`src/rtl/tick_debouncer.sv`:
```
// Tick-qualified debouncer: synchronises din, then accepts a level change only after it has
// persisted for STABLE_TICKS sample strobes. Emits registered rise/fall pulses on acceptance.
module tick_debouncer #(
    parameter int unsigned STABLE_TICKS = 4,
    parameter int unsigned CNT_WIDTH    = 3,
    parameter logic        RESET_LEVEL  = 1'b0
) (
    input  logic clk,
    input  logic nrst,
    input  logic tick,
    input  logic din,
    output logic dout,
    output logic rise,
    output logic fall,
    output logic busy
);

    localparam logic [0:0] ST_STABLE = 1'b0;
    localparam logic [0:0] ST_CHECK  = 1'b1;

    localparam logic [CNT_WIDTH-1:0] CNT_LAST = CNT_WIDTH'(STABLE_TICKS - 1);
    localparam logic [CNT_WIDTH-1:0] CNT_ONE  = CNT_WIDTH'(1);

    logic                 din_m;
    logic                 din_s;
    logic [0:0]           state_q, state_d;
    logic [CNT_WIDTH-1:0] cnt_q, cnt_d;
    logic                 dout_d;
    logic                 rise_d;
    logic                 fall_d;

    always_ff @(posedge clk or negedge nrst) begin
        if (!nrst) begin
            din_m <= RESET_LEVEL;
            din_s <= RESET_LEVEL;
        end else begin
            din_m <= din;
            din_s <= din_m;
        end
    end

    // A tick coinciding with entry into CHECK is not counted; reversion beats a final tick.
    always_comb begin
        state_d = state_q;
        cnt_d   = cnt_q;
        dout_d  = dout;
        rise_d  = 1'b0;
        fall_d  = 1'b0;
        case (state_q)
            ST_STABLE: begin
                if (din_s != dout) begin
                    state_d = ST_CHECK;
                    cnt_d   = '0;
                end
            end
            ST_CHECK: begin
                if (din_s == dout) begin
                    state_d = ST_STABLE;
                    cnt_d   = '0;
                end else if (tick) begin
                    if (cnt_q == CNT_LAST) begin
                        dout_d  = ~dout;
                        rise_d  = ~dout;
                        fall_d  = dout;
                        cnt_d   = '0;
                        state_d = ST_STABLE;
                    end else begin
                        cnt_d = cnt_q + CNT_ONE;
                    end
                end
            end
        endcase
    end

    always_ff @(posedge clk or negedge nrst) begin
        if (!nrst) begin
            state_q <= ST_STABLE;
            cnt_q   <= '0;
            dout    <= RESET_LEVEL;
            rise    <= 1'b0;
            fall    <= 1'b0;
            busy    <= 1'b0;
        end else begin
            state_q <= state_d;
            cnt_q   <= cnt_d;
            dout    <= dout_d;
            rise    <= rise_d;
            fall    <= fall_d;
            busy    <= (state_d == ST_CHECK);
        end
    end

endmodule

```
`config.mk`:
```
export PLATFORM = sky130hd
export DESIGN_NAME = tick_debouncer
export DESIGN_NICKNAME = d
export VERILOG_FILES = /design/src/rtl/tick_debouncer.sv
export SDC_FILE = /design/constraint.sdc
export NUM_CORES = 1
export LEC_CHECK = 0
export ABC_CLOCK_PERIOD_IN_PS = 2900
export CAP_MARGIN = 10
export CORE_AREA = 3 3 40 42
export CTS_CLUSTER_DIAMETER = 200
export DETAILED_ROUTE_END_ITERATION = 10
export DIE_AREA = 0 0 43 45
export PLACE_DENSITY = 0.48
export SYNTH_ARGS = -nofsm -noshare
export SYNTH_HDL_FRONTEND = slang
export SYNTH_SLANG_ARGS = --single-unit
```
`constraint.sdc`:
```
create_clock -name clk -period 2.9 [get_ports clk]
set_input_delay 0.29 -clock clk [delete_from_list [all_inputs] [get_ports clk]]
set_output_delay 0.29 -clock clk [all_outputs]
set_load 0.05 [all_outputs]
```
== After elaboration in Yosys (flattened, before gate mapping) ==
Cells that the tools add are included.

* Add/subtract/negate cells: 1
* Reduce and logical (&&, ||, !) cells: 2
* Muxes and demuxes: 18
* Bitwise gates (word level): 3
* Eq/ne operators: 5

{| class="wikitable"
|+ Operator list
! operator !! number
|-
| 2-to-1 mux 1 bit || 12
|-
| 2-to-1 mux 3 bit || 4
|-
| one-hot mux 3 bit (2 select lines) || 1
|-
| AND reduction 4 bit || 1
|-
| adder 3 x 1 -> 3 bit, second input constant || 1
|-
| equality test 3 x 2 -> 1 bit, second input constant || 1
|-
| inequality test 3 x 2 -> 1 bit, second input constant || 1
|-
| NOT 1 bit || 3
|-
| inequality test 2 bit, second input constant || 1
|-
| one-hot mux 1 bit (2 select lines) || 1
|-
| AND reduction 2 bit || 1
|-
| equality test 1 bit || 1
|-
| inequality test 1 bit || 1
|}

* Input bits: 4
* Logic and storage cells: 36
* Output and inout bits: 4
* Register bits: 9

== Longest topological paths before layout ==
Gate-level depths: netlist of run 1.

* Word-level depth: 5
* Gate-level depth with buffers: 4
* Gate-level depth less buffers: 4

== Worst setup path before layout of run 1 ==
No wires, ideal clock.

* Path type: register to register
* Start point: register dout
* End point: register cnt_q[0]
* Stages on the path, launching flop included: 4
* Setup time: 0.130 ns
* Setup slack: 1.497 ns
* Buffers on the path: 0
* Arrival: 1.272 ns
* Required time: 2.770 ns
* Period minus slack after synthesis: 1.403 ns
* Cell sequence: dfrtp_1 -> xor2_2 -> mux2i_1 -> o41ai_2

* Cells in the longest elaborated chain, start to end: 3
* Elaborated cells between the ends (all ways): 7
* Those cells by class: eq/ne (4); mux (2); reduce/logical (1)

{| class="wikitable"
|+ Ends and longest elaborated chain
! element !! RTL line !! RTL
|-
| from (decl) || 12 || <nowiki>output logic dout,</nowiki>
|-
| from (signal assigned) || 86 || <nowiki>dout <= dout_d;</nowiki>
|-
| equality test 1 bit or inequality test 1 bit (tied branches) || 57, 51 ||
|-
| 2-to-1 mux 3 bit, or another cell as far along || 57 || <nowiki>if (din_s == dout) begin</nowiki>
|-
| one-hot mux 3 bit (2 select lines) or AND reduction 2 bit (tied branches) || -- ||
|-
| to (signal assigned) || 85 || <nowiki>cnt_q <= cnt_d;</nowiki>
|-
| to (decl) || 27 || <nowiki>logic [CNT_WIDTH-1:0] cnt_q, cnt_d;</nowiki>
|}

Several ways; a longest one is shown, not always the timed one.
A chain may end at the register's enable or synchronous reset.

== Worst setup path in the final report of run 1 ==
* Start point: register dout
* End point: output port dout

No word-level cell between the ends.

==> key figures, run 1 <==
Run status
  – Status: complete, no violations

Yosys
  – Yosys reg bits: 9
  – Synth cell types: 18
  – Yosys top cell by area: sky130_fd_sc_hd__dfrtp_1
  – Per-instance average area after synthesis: 13.1 um^2
  – Warnings from Yosys: 0
  – Post-synthesis instance area: 393 um^2
  – Leading post-synthesis cells by cell area: sky130_fd_sc_hd__dfrtp_1, sky130_fd_sc_hd__mux2i_1, sky130_fd_sc_hd__o41ai_2, sky130_fd_sc_hd__xor2_2, sky130_fd_sc_hd__nor3b_1
  – Post-synthesis cell count: 30
  – Sequential cell area fraction in the yosys report: 57.3%
  – Syn_nets: 35
  – Share of the synthesized area in the top cell type: 57.3%

STA
  – Final worst setup slack: 1080 ps
  – Part of the cycle the worst path needs: 62.8%
  – Setup Total Neg Slack: 0 ps
  – Maximum operating frequency: 549 MHz
  – Count of endpoints failing setup in the final report: 0
  – Tightest hold margin: 320 ps
  – Worst slew margin relative to its limit: 66.3%
  – Number of endpoints with negative hold slack in the final report: 0
  – Minimum period implied by the final worst setup slack: 1820 ps
  – Setup repair after global routing missed its margin: no
  – Measured slew at the worst slew-check pin: 503 ps
  – Worst clock skew: 5.43 ps
  – Pins Over Slew Limit: 0

GRT
  – Pin count of the biggest net entering global routing: 10
  – All-layer global routing usage: 9.12%
  – Grt total ovfl: 0
  – Number of global-route vias before repair: 309
  – Antenna violations before repair: 0
  – First-pass GRT wire length: 1240 um

Drt
  – Detailed-route wire length per cell: 11.8 um
  – Total wire length after detailed routing: 660 um
  – Number of iterations in the first detailed-routing pass: 2
  – Final antenna-violating net count: 0
  – Mean number of vias per cell: 4.66
  – Initial DRC count: 3
  – Number of vias in the routed layout: 261
  – Post-route DRC: 0

Pwr
  – Share of power burned in registers: 50.1%
  – IR Drop Worst-Case VDD: 0.000213 V
  – P per Cell Area: 565 mW/mm^2
  – Switching power: 0.0000781 W
  – Clock share of power: 32.3%
  – Design internal power: 0.000209 W
  – Switching Fraction: 27.2%
  – Combinational power share: 17.6%
  – Leakage power of the design: 0.232 nW

Setup path
  – Buffer and inverter count on the worst path: 1
  – CP required: 2610 ps
  – Peak fanout along the critical path: 5
  – CP max stage cell: sky130_fd_sc_hd__clkdlybuf4s50_1
  – Cell-by-cell trace of the critical path: clkdlybuf4s50_1
  – Critical path data arrival time: 1530 ps
  – Delay of the slowest cell on the worst path: 840 ps
  – Critical Path End Type: output port
  – Worst setup path class: flip-flop to output port
  – Worst Setup Start Kind: flip-flop
  – Kind of cell adding the most delay to the critical path: buffers and inverters

Layout
  – Post-synthesis to final-layout area growth: 29.3%
  – Layout cell share with drive strength beyond 1: 19.5%
  – Number of antenna repair diodes: 0
  – Net count of the finished layout: 47
  – Layout fillers: 125

CTS
  – Clock buffers created by TritonCTS: 3
  – Count of hold buffers inserted by post-cts repair: 0
  – Buffer type at the clock tree root: sky130_fd_sc_hd__clkbuf_4
  – Clk slew on worst S/H paths: 60 ps
  – Number of setup buffers added after CTS: 0
  – Clock tree from TritonCTS: built
  – Clock latency on the worst-skew pair: 250 ps
  – PostCTS Resize Cnt: 0
  – Number of buffers on the longest clock path: 2
  – Clock sink count: 9
  – Deepest level of the CTS H-tree: 1

Floorplan
  – Number of placement rows: 13
  – DIE HEIGHT: 45 um
  – Placeable core region: 0.00128 mm^2
  – Chip Width: 43 um
  – Die area: 0.00194 mm^2
  – Initial Utilization: 30.6%
  – Top Ports: 8

Hold path
  – Class of the worst hold path: input pin to async pin

Placement
  – Last weighted congestion value of the routability-driven placer: 0.678
  – Port Buf Inserts: 7
  – Place WS: 1360 ps

Flow run
  – Maximum capacitance violations: 0
[per-layer routing]
metal / vias up / routed length [um] / GRT usage (%)
met5: - / 0 / 0
met4: 0 / 0 / 10.2
met3: 0 / 36 / 1.99
met2: 6 / 357 / 14.4
met1: 128 / 266 / 9.55
li1: 127 / - / -
[final timing paths]
kind | startpoint | to | slack (ps) | depth (start not counted)
worst max-delay path | dout | dout | 1080 | 1
worst min-delay path | nrst | dout | 320 | 1
worst max register to register | cnt_q[0] | dout | 1480 | 4
worst min register to register | din_m | din_s | 360 | 0
max in group asynchronous | nrst | cnt_q[1] | 2300 | 1
min in group clk | din_m | din_s | 360 | 0
[state kept, by name (all words and copies together) (netlist names)]
register and flops:
din_m 1, cnt_q 3, fall 1, rise 1
dout 1, state_q 1, din_s 1
[power groups by stage]
stage / registers [W] / logic (W) / clock network (W)
floorplan: 0.000156 / 0.0000215 / 0
global placement: 0.000145 / 0.0000501 / 0
detailed placement: 0.000146 / 0.0000511 / 0
CTS: 0.000144 / 0.0000513 / 0.0000984
global route: 0.000145 / 0.0000558 / 0.000106
finish: 0.000144 / 0.0000505 / 0.0000929
[final cells by class]
cell class,count,area (um^2),share of cell area (%)
tap,15,18.8,3.69
inverter,1,3.75,0.739
clock buffer,4,26.3,5.17
multi-input combinational,20,164,32.3
timing repair buffer,7,70.1,13.8
sequential,9,225,44.3
[kinds of logic (layout without fill, tap and decap cells)]
group	count (synthesis)	count (layout)	share of synthesized area, %
buf+inv	1	12	0.954
compound gates	3	3	7.96
simple gates	12	12	18.5
mux	3	3	7.96
flops	9	9	57.3
xor+xnor	1	1	4.14
fa+ha+maj	1	1	3.18
[through the flow]
stage | power (W) | utilization, % | cell area, um^2 | instances
after floorplan | 0.000178 | - | 393 | 30
after global placement | 0.000196 | 37.5 | 482 | 52
after detailed placement | 0.000197 | 37.5 | 482 | 52
after CTS | 0.000294 | 39.5 | 508 | 56
after global routing | 0.000308 | 39.5 | 508 | 56
final | 0.000287 | 39.5 | 508 | 56
[Yosys cell counts]
master	count
sky130_fd_sc_hd__nand2_1	2
sky130_fd_sc_hd__nand2_2	1
sky130_fd_sc_hd__and3b_1	1
sky130_fd_sc_hd__inv_1	1
sky130_fd_sc_hd__nor3b_1	2
sky130_fd_sc_hd__and2_2	1
sky130_fd_sc_hd__nor2_1	1
sky130_fd_sc_hd__o41ai_2	1
sky130_fd_sc_hd__ha_1	1
sky130_fd_sc_hd__nor2b_1	2
sky130_fd_sc_hd__mux2_2	1
sky130_fd_sc_hd__xor2_2	1
sky130_fd_sc_hd__nand2b_1	1
sky130_fd_sc_hd__dfrtp_1	9
sky130_fd_sc_hd__nand3_1	1
sky130_fd_sc_hd__o2bb2ai_1	1
sky130_fd_sc_hd__mux2i_1	2
sky130_fd_sc_hd__o22ai_1	1
[cells in the final DEF, fill, tap and decap left out, drive strengths merged, types with 2 or more instances in the layout]
master,synthesis,final
clkdlybuf4s50,0,7
nor2b,2,2
dfrtp,9,9
mux2i,2,2
clkbuf,0,4
nor3b,2,2
nand2,3,3
No activity file was read; power rests on OpenSTA's default activity.
==> run 2, diff against run 1 <==
- ABC_CLOCK_PERIOD_IN_PS: 2900 -> 1700
- clock period: 2.9 -> 1.7 ns (I/O delays scaled with it)
==> key figures, run 2 (same netlist as run 1, synthesis figures left out) <==
Layout
  – Non-filler cells, final: 56
  – Highest-count cells in the layout ignoring fill and taps: sky130_fd_sc_hd__dfrtp_1, sky130_fd_sc_hd__clkdlybuf4s50_1, sky130_fd_sc_hd__clkbuf_4
  – Most common library cell in the layout ignoring fill and taps: sky130_fd_sc_hd__dfrtp_1
  – Largest reg by FF count: cnt_q
  – Post-synthesis to final-layout area growth: 28.0%
  – Layout cell share with drive strength beyond 1: 24.4%
  – Number of flip-flops in the largest register: 3
  – Number of antenna repair diodes: 0
  – Layout fillers: 130
  – Final standard cell area without fillers: 503 um^2
  – Net count of the finished layout: 47

Floorplan
  – Initial Utilization: 30.6%
  – Placeable core region: 0.00128 mm^2
  – DIE HEIGHT: 45 um
  – Chip Width: 43 um
  – Top Ports: 8
  – Die area: 0.00194 mm^2
  – Number of placement rows: 13

Pwr
  – Design internal power: 0.000355 W
  – Clock share of power: 32.4%
  – Switching Fraction: 27.2%
  – Leakage power of the design: 0.235 nW
  – P per Cell Area: 969 mW/mm^2
  – Share of power burned in registers: 50.5%
  – Total Power: 0.000487 W
  – Combinational power share: 17.1%
  – IR Drop Worst-Case VDD: 0.000402 V
  – Switching power: 0.000132 W

GRT
  – Pin count of the biggest net entering global routing: 10
  – Antenna violations before repair: 0
  – Grt total ovfl: 0
  – All-layer global routing usage: 8.76%
  – First-pass GRT wire length: 1120 um
  – Number of global-route vias before repair: 284

CTS
  – Number of setup buffers added after CTS: 0
  – Clock sink count: 9
  – Buffer type at the clock tree root: sky130_fd_sc_hd__clkbuf_4
  – Clock tree from TritonCTS: built
  – Clk slew on worst S/H paths: 60 ps
  – Clock latency on the worst-skew pair: 250 ps
  – PostCTS Resize Cnt: 0
  – Clock buffers created by TritonCTS: 3
  – Count of hold buffers inserted by post-cts repair: 0
  – Number of buffers on the longest clock path: 2
  – Deepest level of the CTS H-tree: 1

STA
  – Count of endpoints failing setup in the final report: 0
  – Part of the cycle the worst path needs: 91.3%
  – Maximum operating frequency: 644 MHz
  – Minimum period implied by the final worst setup slack: 1550 ps
  – Pins Over Slew Limit: 0
  – Worst slew margin relative to its limit: 66.4%
  – Measured slew at the worst slew-check pin: 503 ps
  – Setup Total Neg Slack: 0 ps
  – Tightest hold margin: 205 ps
  – Setup repair after global routing missed its margin: no
  – Number of endpoints with negative hold slack in the final report: 0
  – Worst clock skew: 1.89 ps

Setup path
  – CP required: 1530 ps
  – Kind of cell adding the most delay to the critical path: buffers and inverters
  – Peak fanout along the critical path: 1
  – Crit path launch: rise
  – Cell-by-cell trace of the critical path: clkdlybuf4s50_1
  – Reg-to-reg startpoint: cnt_q[0]
  – Worst Setup Start Kind: flip-flop
  – Delay of the slowest cell on the worst path: 800 ps
  – Buffer and inverter count on the worst path: 1
  – Worst setup path class: flip-flop to output port
  – CP max stage cell: sky130_fd_sc_hd__clkdlybuf4s50_1
  – Critical path data arrival time: 1380 ps
  – Critical Path End Type: output port

Placement
  – Placed Instances: 52
  – Placement-stage cell area: 477 um^2
  – Last weighted congestion value of the routability-driven placer: 0.662
  – Port Buf Inserts: 7
  – HPWL Detailed: 492 um

Drt
  – Initial DRC count: 0
  – Number of vias in the routed layout: 263
  – Detailed-route wire length per cell: 11.6 um
  – Post-route DRC: 0
  – Number of iterations in the first detailed-routing pass: 1
  – Mean number of vias per cell: 4.70
  – Final antenna-violating net count: 0
  – Total wire length after detailed routing: 649 um

Hold path
  – Class of the worst hold path: input pin to async pin

Flow run
  – Maximum capacitance violations: 0

Run status
  – Status: complete, no violations
-- run 2: final timing paths --
path | slack (ps) | to | cells past startpoint
worst max-delay path | 150 | rise | 1
worst min-delay path | 200 | rise | 1
worst max register to register | 300 | dout | 4
worst min register to register | 360 | din_s | 0
max in group asynchronous | 1220 | cnt_q[2] | 1
min in group clk | 350 | din_m | 1
-- run 2: power groups by stage --
stage,clock network (W),registers [W],logic [W]
6_report,0.000158,0.000246,0.0000832
5_1_grt,0.000183,0.000248,0.0000908
4_1_cts,0.000172,0.000246,0.0000848
3_5_place_dp,0,0.000250,0.0000845
3_3_place_gp,0,0.000248,0.0000841
2_1_floorplan,0,0.000267,0.0000367
-- run 2: final cells by class --
class	instances	area [um^2]	share of cell area (%)
clock buffer	4	26.3	5.22
inverter	1	3.75	0.746
multi-input combinational	20	164	32.6
sequential	9	225	44.8
tap	15	18.8	3.73
timing repair buffer	7	65.1	12.9
-- run 2: routing by layer --
layer  GRT usage (%)  wire [um]  vias up
li1                -          -      124
met1            8.73        287      133
met2            13.2        321        6
met3            2.79         40        0
met4            10.8          0        0
met5               0          0        -
-- run 2: stage by stage --
stage / utilization [%] / setup slack, ps
after floorplan: - / 297
final: 39.1 / 147
after global routing: 39.1 / 102
after CTS: 39.1 / 121
after detailed placement: 37.1 / 306
after global placement: 37.1 / 347
